`src/rtl/linear_layer_fifo_pkg.sv`:
```
// ---------------------------------------------------------------------------
// linear_layer_fifo_pkg
// Shared definitions for the Linear_Layer start-token FIFO slice:
//   - occ_width():          width of an occupancy count (ADDR_WIDTH + 1)
//   - fifo_params_legal():  DEPTH >= 2 and 2**ADDR_WIDTH >= DEPTH
//   - ERR_NONE / ERR_SEEN:  encoding of the err_sticky bit
// ---------------------------------------------------------------------------
package linear_layer_fifo_pkg;

  // Occupancy runs 0..DEPTH, and DEPTH can equal 2**ADDR_WIDTH, so one extra bit.
  function automatic int occ_width(input int addr_width);
    return addr_width + 1;
  endfunction

  function automatic bit fifo_params_legal(input int depth, input int addr_width);
    return (depth >= 2) && ((1 << addr_width) >= depth);
  endfunction

  localparam logic ERR_NONE = 1'b0;
  localparam logic ERR_SEEN = 1'b1;

endpackage

```
`src/rtl/linear_layer_start_token_srl.sv`:
```
// ---------------------------------------------------------------------------
// linear_layer_start_token_srl
// Pure storage for the start-token FIFO: a DEPTH x DATA_WIDTH shift register.
// Entry 0 always holds the newest token. The read is asynchronous.
// Ports:
//   clk   in   rising-edge clock
//   we    in   shift din into entry 0 (older entries move up one slot)
//   addr  in   ADDR_WIDTH read index
//   din   in   DATA_WIDTH write data
//   dout  out  DATA_WIDTH contents of entry addr
// Storage has no reset: its contents are only meaningful below the
// controller's occupancy count.
// ---------------------------------------------------------------------------
module linear_layer_start_token_srl #(
  parameter int DATA_WIDTH = 1,
  parameter int ADDR_WIDTH = 2,
  parameter int DEPTH      = 3
) (
  input  logic                  clk,
  input  logic                  we,
  input  logic [ADDR_WIDTH-1:0] addr,
  input  logic [DATA_WIDTH-1:0] din,
  output logic [DATA_WIDTH-1:0] dout
);

  logic [DATA_WIDTH-1:0] mem [DEPTH];

  always_ff @(posedge clk) begin
    if (we) begin
      mem[0] <= din;
      for (int i = 1; i < DEPTH; i++) begin
        mem[i] <= mem[i-1];
      end
    end
  end

  assign dout = mem[addr];

endmodule

```
`src/rtl/linear_layer_start_token_fifo.sv`:
```
// ---------------------------------------------------------------------------
// linear_layer_start_token_fifo
// SRL-backed start-token FIFO between a producer process and a downstream PE
// process of the Linear_Layer_i4xi4_q kernel. This controller owns the
// full/empty flags, the occupancy count and the read address. Data lives only
// in linear_layer_start_token_srl.
//
// Handshake: a write transfers on an edge where if_write & if_write_ce &
// if_full_n are all high; a read transfers on an edge where if_read &
// if_read_ce & if_empty_n are all high. if_dout is show-ahead: it already
// holds the head token whenever if_empty_n is high. Requests without the
// matching flag are ignored.
//
// Ports:
//   clk, reset          clock; synchronous active-high reset
//   if_write_ce/if_write/if_din   write side
//   if_full_n           high = space available (registered)
//   if_read_ce/if_read  read side
//   if_dout             oldest entry
//   if_empty_n          high = data available (registered)
//   if_num_data_valid   current occupancy
//   if_fifo_cap         constant DEPTH
//   err_sticky          only when LINEAR_LAYER_FIFO_ERR_CHECK_EN is defined:
//                       latches any overflow/underflow attempt until reset
// ---------------------------------------------------------------------------
module linear_layer_start_token_fifo
  import linear_layer_fifo_pkg::*;
#(
  parameter int DATA_WIDTH = 1,
  parameter int ADDR_WIDTH = 2,
  parameter int DEPTH      = 3
) (
  input  logic                  clk,
  input  logic                  reset,
  input  logic                  if_write_ce,
  input  logic                  if_write,
  input  logic [DATA_WIDTH-1:0] if_din,
  output logic                  if_full_n,
  input  logic                  if_read_ce,
  input  logic                  if_read,
  output logic [DATA_WIDTH-1:0] if_dout,
  output logic                  if_empty_n,
  output logic [ADDR_WIDTH:0]   if_num_data_valid,
  output logic [ADDR_WIDTH:0]   if_fifo_cap
`ifdef LINEAR_LAYER_FIFO_ERR_CHECK_EN
  ,
  output logic                  err_sticky
`endif
);

  localparam int            CW      = occ_width(ADDR_WIDTH);
  localparam logic [CW-1:0] DEPTH_C = CW'(DEPTH);

  if (!fifo_params_legal(DEPTH, ADDR_WIDTH)) begin : g_bad_params
    $error("linear_layer_start_token_fifo: need DEPTH >= 2 and 2**ADDR_WIDTH >= DEPTH");
  end

  logic [CW-1:0]         cnt;
  logic [CW-1:0]         cnt_next;
  logic                  empty_n_q;
  logic                  full_n_q;
  logic                  push;
  logic                  pop;
  logic [ADDR_WIDTH-1:0] addr;

  assign push = if_write & if_write_ce & full_n_q;
  assign pop  = if_read  & if_read_ce  & empty_n_q;

  always_comb begin
    cnt_next = cnt;
    if (push && !pop) begin
      cnt_next = cnt + CW'(1);
    end else if (pop && !push) begin
      cnt_next = cnt - CW'(1);
    end
  end

  // Head sits at index cnt-1. Using the low bits wraps correctly when
  // cnt == 2**ADDR_WIDTH. On a simultaneous push+pop the shift moves the
  // next-oldest token into the unchanged head slot, so no special case.
  assign addr = (cnt != '0) ? (cnt[ADDR_WIDTH-1:0] - ADDR_WIDTH'(1)) : '0;

  // Flags come from next-state so they are plain registers at the outputs.
  always_ff @(posedge clk) begin
    if (reset) begin
      cnt       <= '0;
      empty_n_q <= 1'b0;
      full_n_q  <= 1'b1;
    end else begin
      cnt       <= cnt_next;
      empty_n_q <= (cnt_next != '0);
      full_n_q  <= (cnt_next != DEPTH_C);
    end
  end

  linear_layer_start_token_srl #(
    .DATA_WIDTH (DATA_WIDTH),
    .ADDR_WIDTH (ADDR_WIDTH),
    .DEPTH      (DEPTH)
  ) u_srl (
    .clk  (clk),
    .we   (push),
    .addr (addr),
    .din  (if_din),
    .dout (if_dout)
  );

  assign if_full_n         = full_n_q;
  assign if_empty_n        = empty_n_q;
  assign if_num_data_valid = cnt;
  assign if_fifo_cap       = DEPTH_C;

`ifdef LINEAR_LAYER_FIFO_ERR_CHECK_EN
  logic err_q;

  always_ff @(posedge clk) begin
    if (reset) begin
      err_q <= ERR_NONE;
    end else if ((if_write && if_write_ce && !full_n_q) ||
                 (if_read  && if_read_ce  && !empty_n_q)) begin
      err_q <= ERR_SEEN;
    end
  end

  assign err_sticky = err_q;
`endif

endmodule

```
`config.mk`:
```
export PLATFORM = sky130hd
export DESIGN_NAME = linear_layer_start_token_fifo
export DESIGN_NICKNAME = d
export VERILOG_FILES = /design/src/rtl/linear_layer_fifo_pkg.sv /design/src/rtl/linear_layer_start_token_srl.sv /design/src/rtl/linear_layer_start_token_fifo.sv
export SDC_FILE = /design/constraint.sdc
export NUM_CORES = 1
export LEC_CHECK = 0
export CORE_AREA = 2 2 39 41
export CTS_CLUSTER_SIZE = 28
export DETAILED_ROUTE_END_ITERATION = 7
export DIE_AREA = 0 0 41 43
export GPL_TIMING_DRIVEN = 0
export PLACE_DENSITY = 0.67
export SLEW_MARGIN = 20
export SYNTH_ARGS = -nofsm -noshare
export SYNTH_HDL_FRONTEND = slang
export SYNTH_SLANG_ARGS = --single-unit
```
`constraint.sdc`:
```
create_clock -name clk -period 1.5 [get_ports clk]
set_input_delay 0.225 -clock clk [delete_from_list [all_inputs] [get_ports clk]]
set_output_delay 0.225 -clock clk [all_outputs]
set_load 0.01 [all_outputs]
```
==> results_dict.tcl <==
set metrics [dict create \
    status "finished with violations" \
    violations "negative setup slack" \
    portBuffers 12 \
    postCtsHoldBufs 0 \
    worstPathCellList "inv_2 > ha_4 > ha_4 > nor2_4 > mux2i_1 > a21oi_1 > buf_2" \
    clk_latency_ns 0.25 \
    timing.final.ws_setup_ns -0.169 \
    io_pins 16 \
    synthCells 45 \
    r2r_slack_ns 0.07 \
    synthTopCellsByCount "nor2_1, dfxtp_1, inv_1, mux2i_1" \
    clock-sinks 8 \
    power_density_nw_per_um2 1600 \
    postRouteAntennaNets 0 \
    dr.pass1.iters 2 \
    min_period_ns 1.67 \
    grt_max_degree 8 \
    cts_tree "done" \
    dr_wl_met3_um 57 \
    vias_per_cell 4.53 \
    max_freq_ghz 0.599 \
    start_kind "flip-flop" \
    worst-setup-path-type "reg2out" \
    layout-drive-gt1-share_pct 36.9 \
    hp-class "reg2reg" \
    avgSynthCellArea_um2 10.4 \
    num_antenna_cells 0 \
    ys_top_cells_by_area "dfxtp_1, edfxtp_1, mux2i_1" \
    drtIter0Drc 3 \
    p_int_w 0.000739 \
    slowest_stage "dfxtp_4" \
    h-tree-depth 1 \
    antenna_found_initial 0 \
    p_switching_w 0.000374 \
    wl_met1_um 373 \
    maxCapViolCount 0 \
    pwr-share-clk_pct 15.8 \
    finClkSkew_ns 0.00145 \
    seqPwrFrac_pct 28.2 \
    syn_area_um2 467 \
    ir_drop_mv 0.582 \
    synth_top_area_share_pct 21.4 \
    yosys_register_bits 8 \
    synth.most_common_cell "nor2_1" \
    slowest_delay_ns 0.35 \
    fillers 132 \
    die_h_um 43 \
    yosysUniqueCellTypes 21 \
    yosys_warnings 0 \
    start_util_pct 33.7 \
    cts_max_path_buffers 2 \
    totalWireLength_um 976 \
    numCtsBuffers 3 \
    report.final.slew_viol_count 0 \
    min_period_over_period_pct 111 \
    num_rows 14 \
    async_reset_ff_share_pct 0 \
    cts.clk_slew.worst_paths_ns 0.05 \
    gp_congestion 0.636 \
    yosysSeqAreaShare_pct 40.8 \
    power_w 0.00111 \
    dieArea_um2 1760 \
    grtUsageTotal_pct 13.8 \
    leakage_nw 0.290 \
    drcViolationCount 0 \
    synth.largest_area_cell "dfxtp_1" \
    wl_per_cell_um 12.0 \
    grt.overflow.total 0 \
    coreArea_um2 1380 \
    root_buffer "clkbuf_4" \
    p_sw_share_pct 33.6 \
    critPathMaxFanout 2 \
    worst_ep_arrival_time_ns 1.44 \
    crit_path_end_kind "primary output" \
    final_util_pct 50.4 \
    synth_edf_count 3 \
    power_frac_comb_pct 56.0 \
    grt_pass1_wl_um 1540 \
    hold_viol_final 0 \
    synthFlopType "dfxtp_1" \
    setup_violations 1 \
    path_buf_inv 2 \
    rsz0062_at_grt "yes" \
    cpMostUsedCell "ha_4" \
    pre_cts_ws_ns -0.483 \
    fin_nets 76 \
    grt_pass1_vias 397 \
    dieWidth_um 41 \
    wl_met2_um 520 \
    vias 367 \
    dpl.hpwl_um 708 \
    top_layer "met4" \
    crit_family "flip-flops" \
    worstPathRequired_ns 1.27 \
    syn2layout_area_growth_pct 49.3 \
]
[logic make-up after synthesis]
group,Yosys count,synth area share [%]
AO/OA/AOI/OAI,5,7.24
adder cells (fa/ha/maj),4,10.5
other,2,1.61
buffers and inverters,8,10.5
flip-flops,8,40.8
multiplexers,5,11.0
XOR/XNOR,3,7.24
AND/OR/NAND/NOR,10,11.3
[area by class of cell]
cell class                 instances  area (um2)  share of cell area [%]
timing repair buffer              15         140                    20.1
multi-input combinational         30         267                    38.2
inverter                           4        15.0                    2.15
sequential                         8         195                    28.0
buffer                             4        33.8                    4.85
tap                               16        20.0                    2.87
clock buffer                       4        26.3                    3.77
[what timing repair did]
item | 4_1_cts | 5_1_grt
buffers inserted | 3 | 0
pin swaps | 4 | 2
resized for setup | 17 | 0
endpoints found under the setup margin | 3 | 3
[power groups by stage]
stage                     clock network (W)  logic, W  registers, W
final                              0.000176  0.000623      0.000313
after global routing               0.000190  0.000667      0.000319
after CTS                          0.000185  0.000618      0.000313
after detailed placement                  0  0.000469      0.000326
after global placement                    0  0.000457      0.000323
after floorplan                           0  0.000282      0.000338
[stage by stage]
| stage | TNS, ns | cell area [um2] | hold slack, ns | std cells |
|---|---|---|---|---|
| 2_1_floorplan | 0 | 472 | 0.294 | 46 |
| 3_5_place_dp | -1.10 | 612 | 0.465 | 74 |
| 3_3_place_gp | -0.985 | 612 | 0.442 | 74 |
| 4_1_cts | -0.195 | 697 | 0.474 | 81 |
| 6_report | -0.169 | 697 | 0.475 | 81 |
| 5_1_grt | -0.300 | 697 | 0.483 | 81 |
[final timing paths]
kind                                      startpoint            to  depth (start not counted)
worst min-delay path                    u_srl.mem[1]  u_srl.mem[2]                          0
worst min register to register          u_srl.mem[1]  u_srl.mem[2]                          0
worst max-delay path            if_num_data_valid[0]       if_dout                          7
worst max register to register  if_num_data_valid[0]     if_full_n                          6
[registers in the layout (all words and copies together) (netlist names)]
| signal | flops |
|---|---|
| u_srl.mem | 3 |
| if_full_n | 1 |
| if_num_data_valid | 3 |
| if_empty_n | 1 |
[layout by cell type, fill, tap and decap left out]
master | netlist | layout
mux2_2 | 1 | 1
inv_1 | 4 | 2
and3_1 | 1 | 1
buf_2 | 0 | 1
dfxtp_1 | 5 | 3
nand3b_1 | 1 | 1
nand3_2 | 1 | 1
maj3_2 | 1 | 1
a31oi_1 | 1 | 1
a21oi_1 | 2 | 2
dlygate4sd2_1 | 0 | 1
dfxtp_2 | 0 | 1
nand4_1 | 1 | 1
buf_6 | 1 | 2
edfxtp_1 | 3 | 3
buf_4 | 3 | 5
nor2_4 | 0 | 1
clkdlybuf4s50_1 | 0 | 10
conb_1 | 2 | 3
inv_2 | 0 | 2
clkbuf_4 | 0 | 3
clkbuf_1 | 0 | 1
ha_4 | 0 | 2
xnor2_2 | 1 | 1
xnor2_1 | 2 | 2
o21ai_0 | 1 | 1
ha_2 | 0 | 1
nor2_1 | 6 | 5
o22ai_2 | 1 | 1
dfxtp_4 | 0 | 1
mux2i_1 | 4 | 4
[per-layer routing]
metal	vias to the layer above	track usage, %
met5	-	0
met4	0	12.0
met3	4	2.09
met2	12	23.1
met1	166	13.2
li1	185	-
No activity file was read; power rests on OpenSTA's default activity.
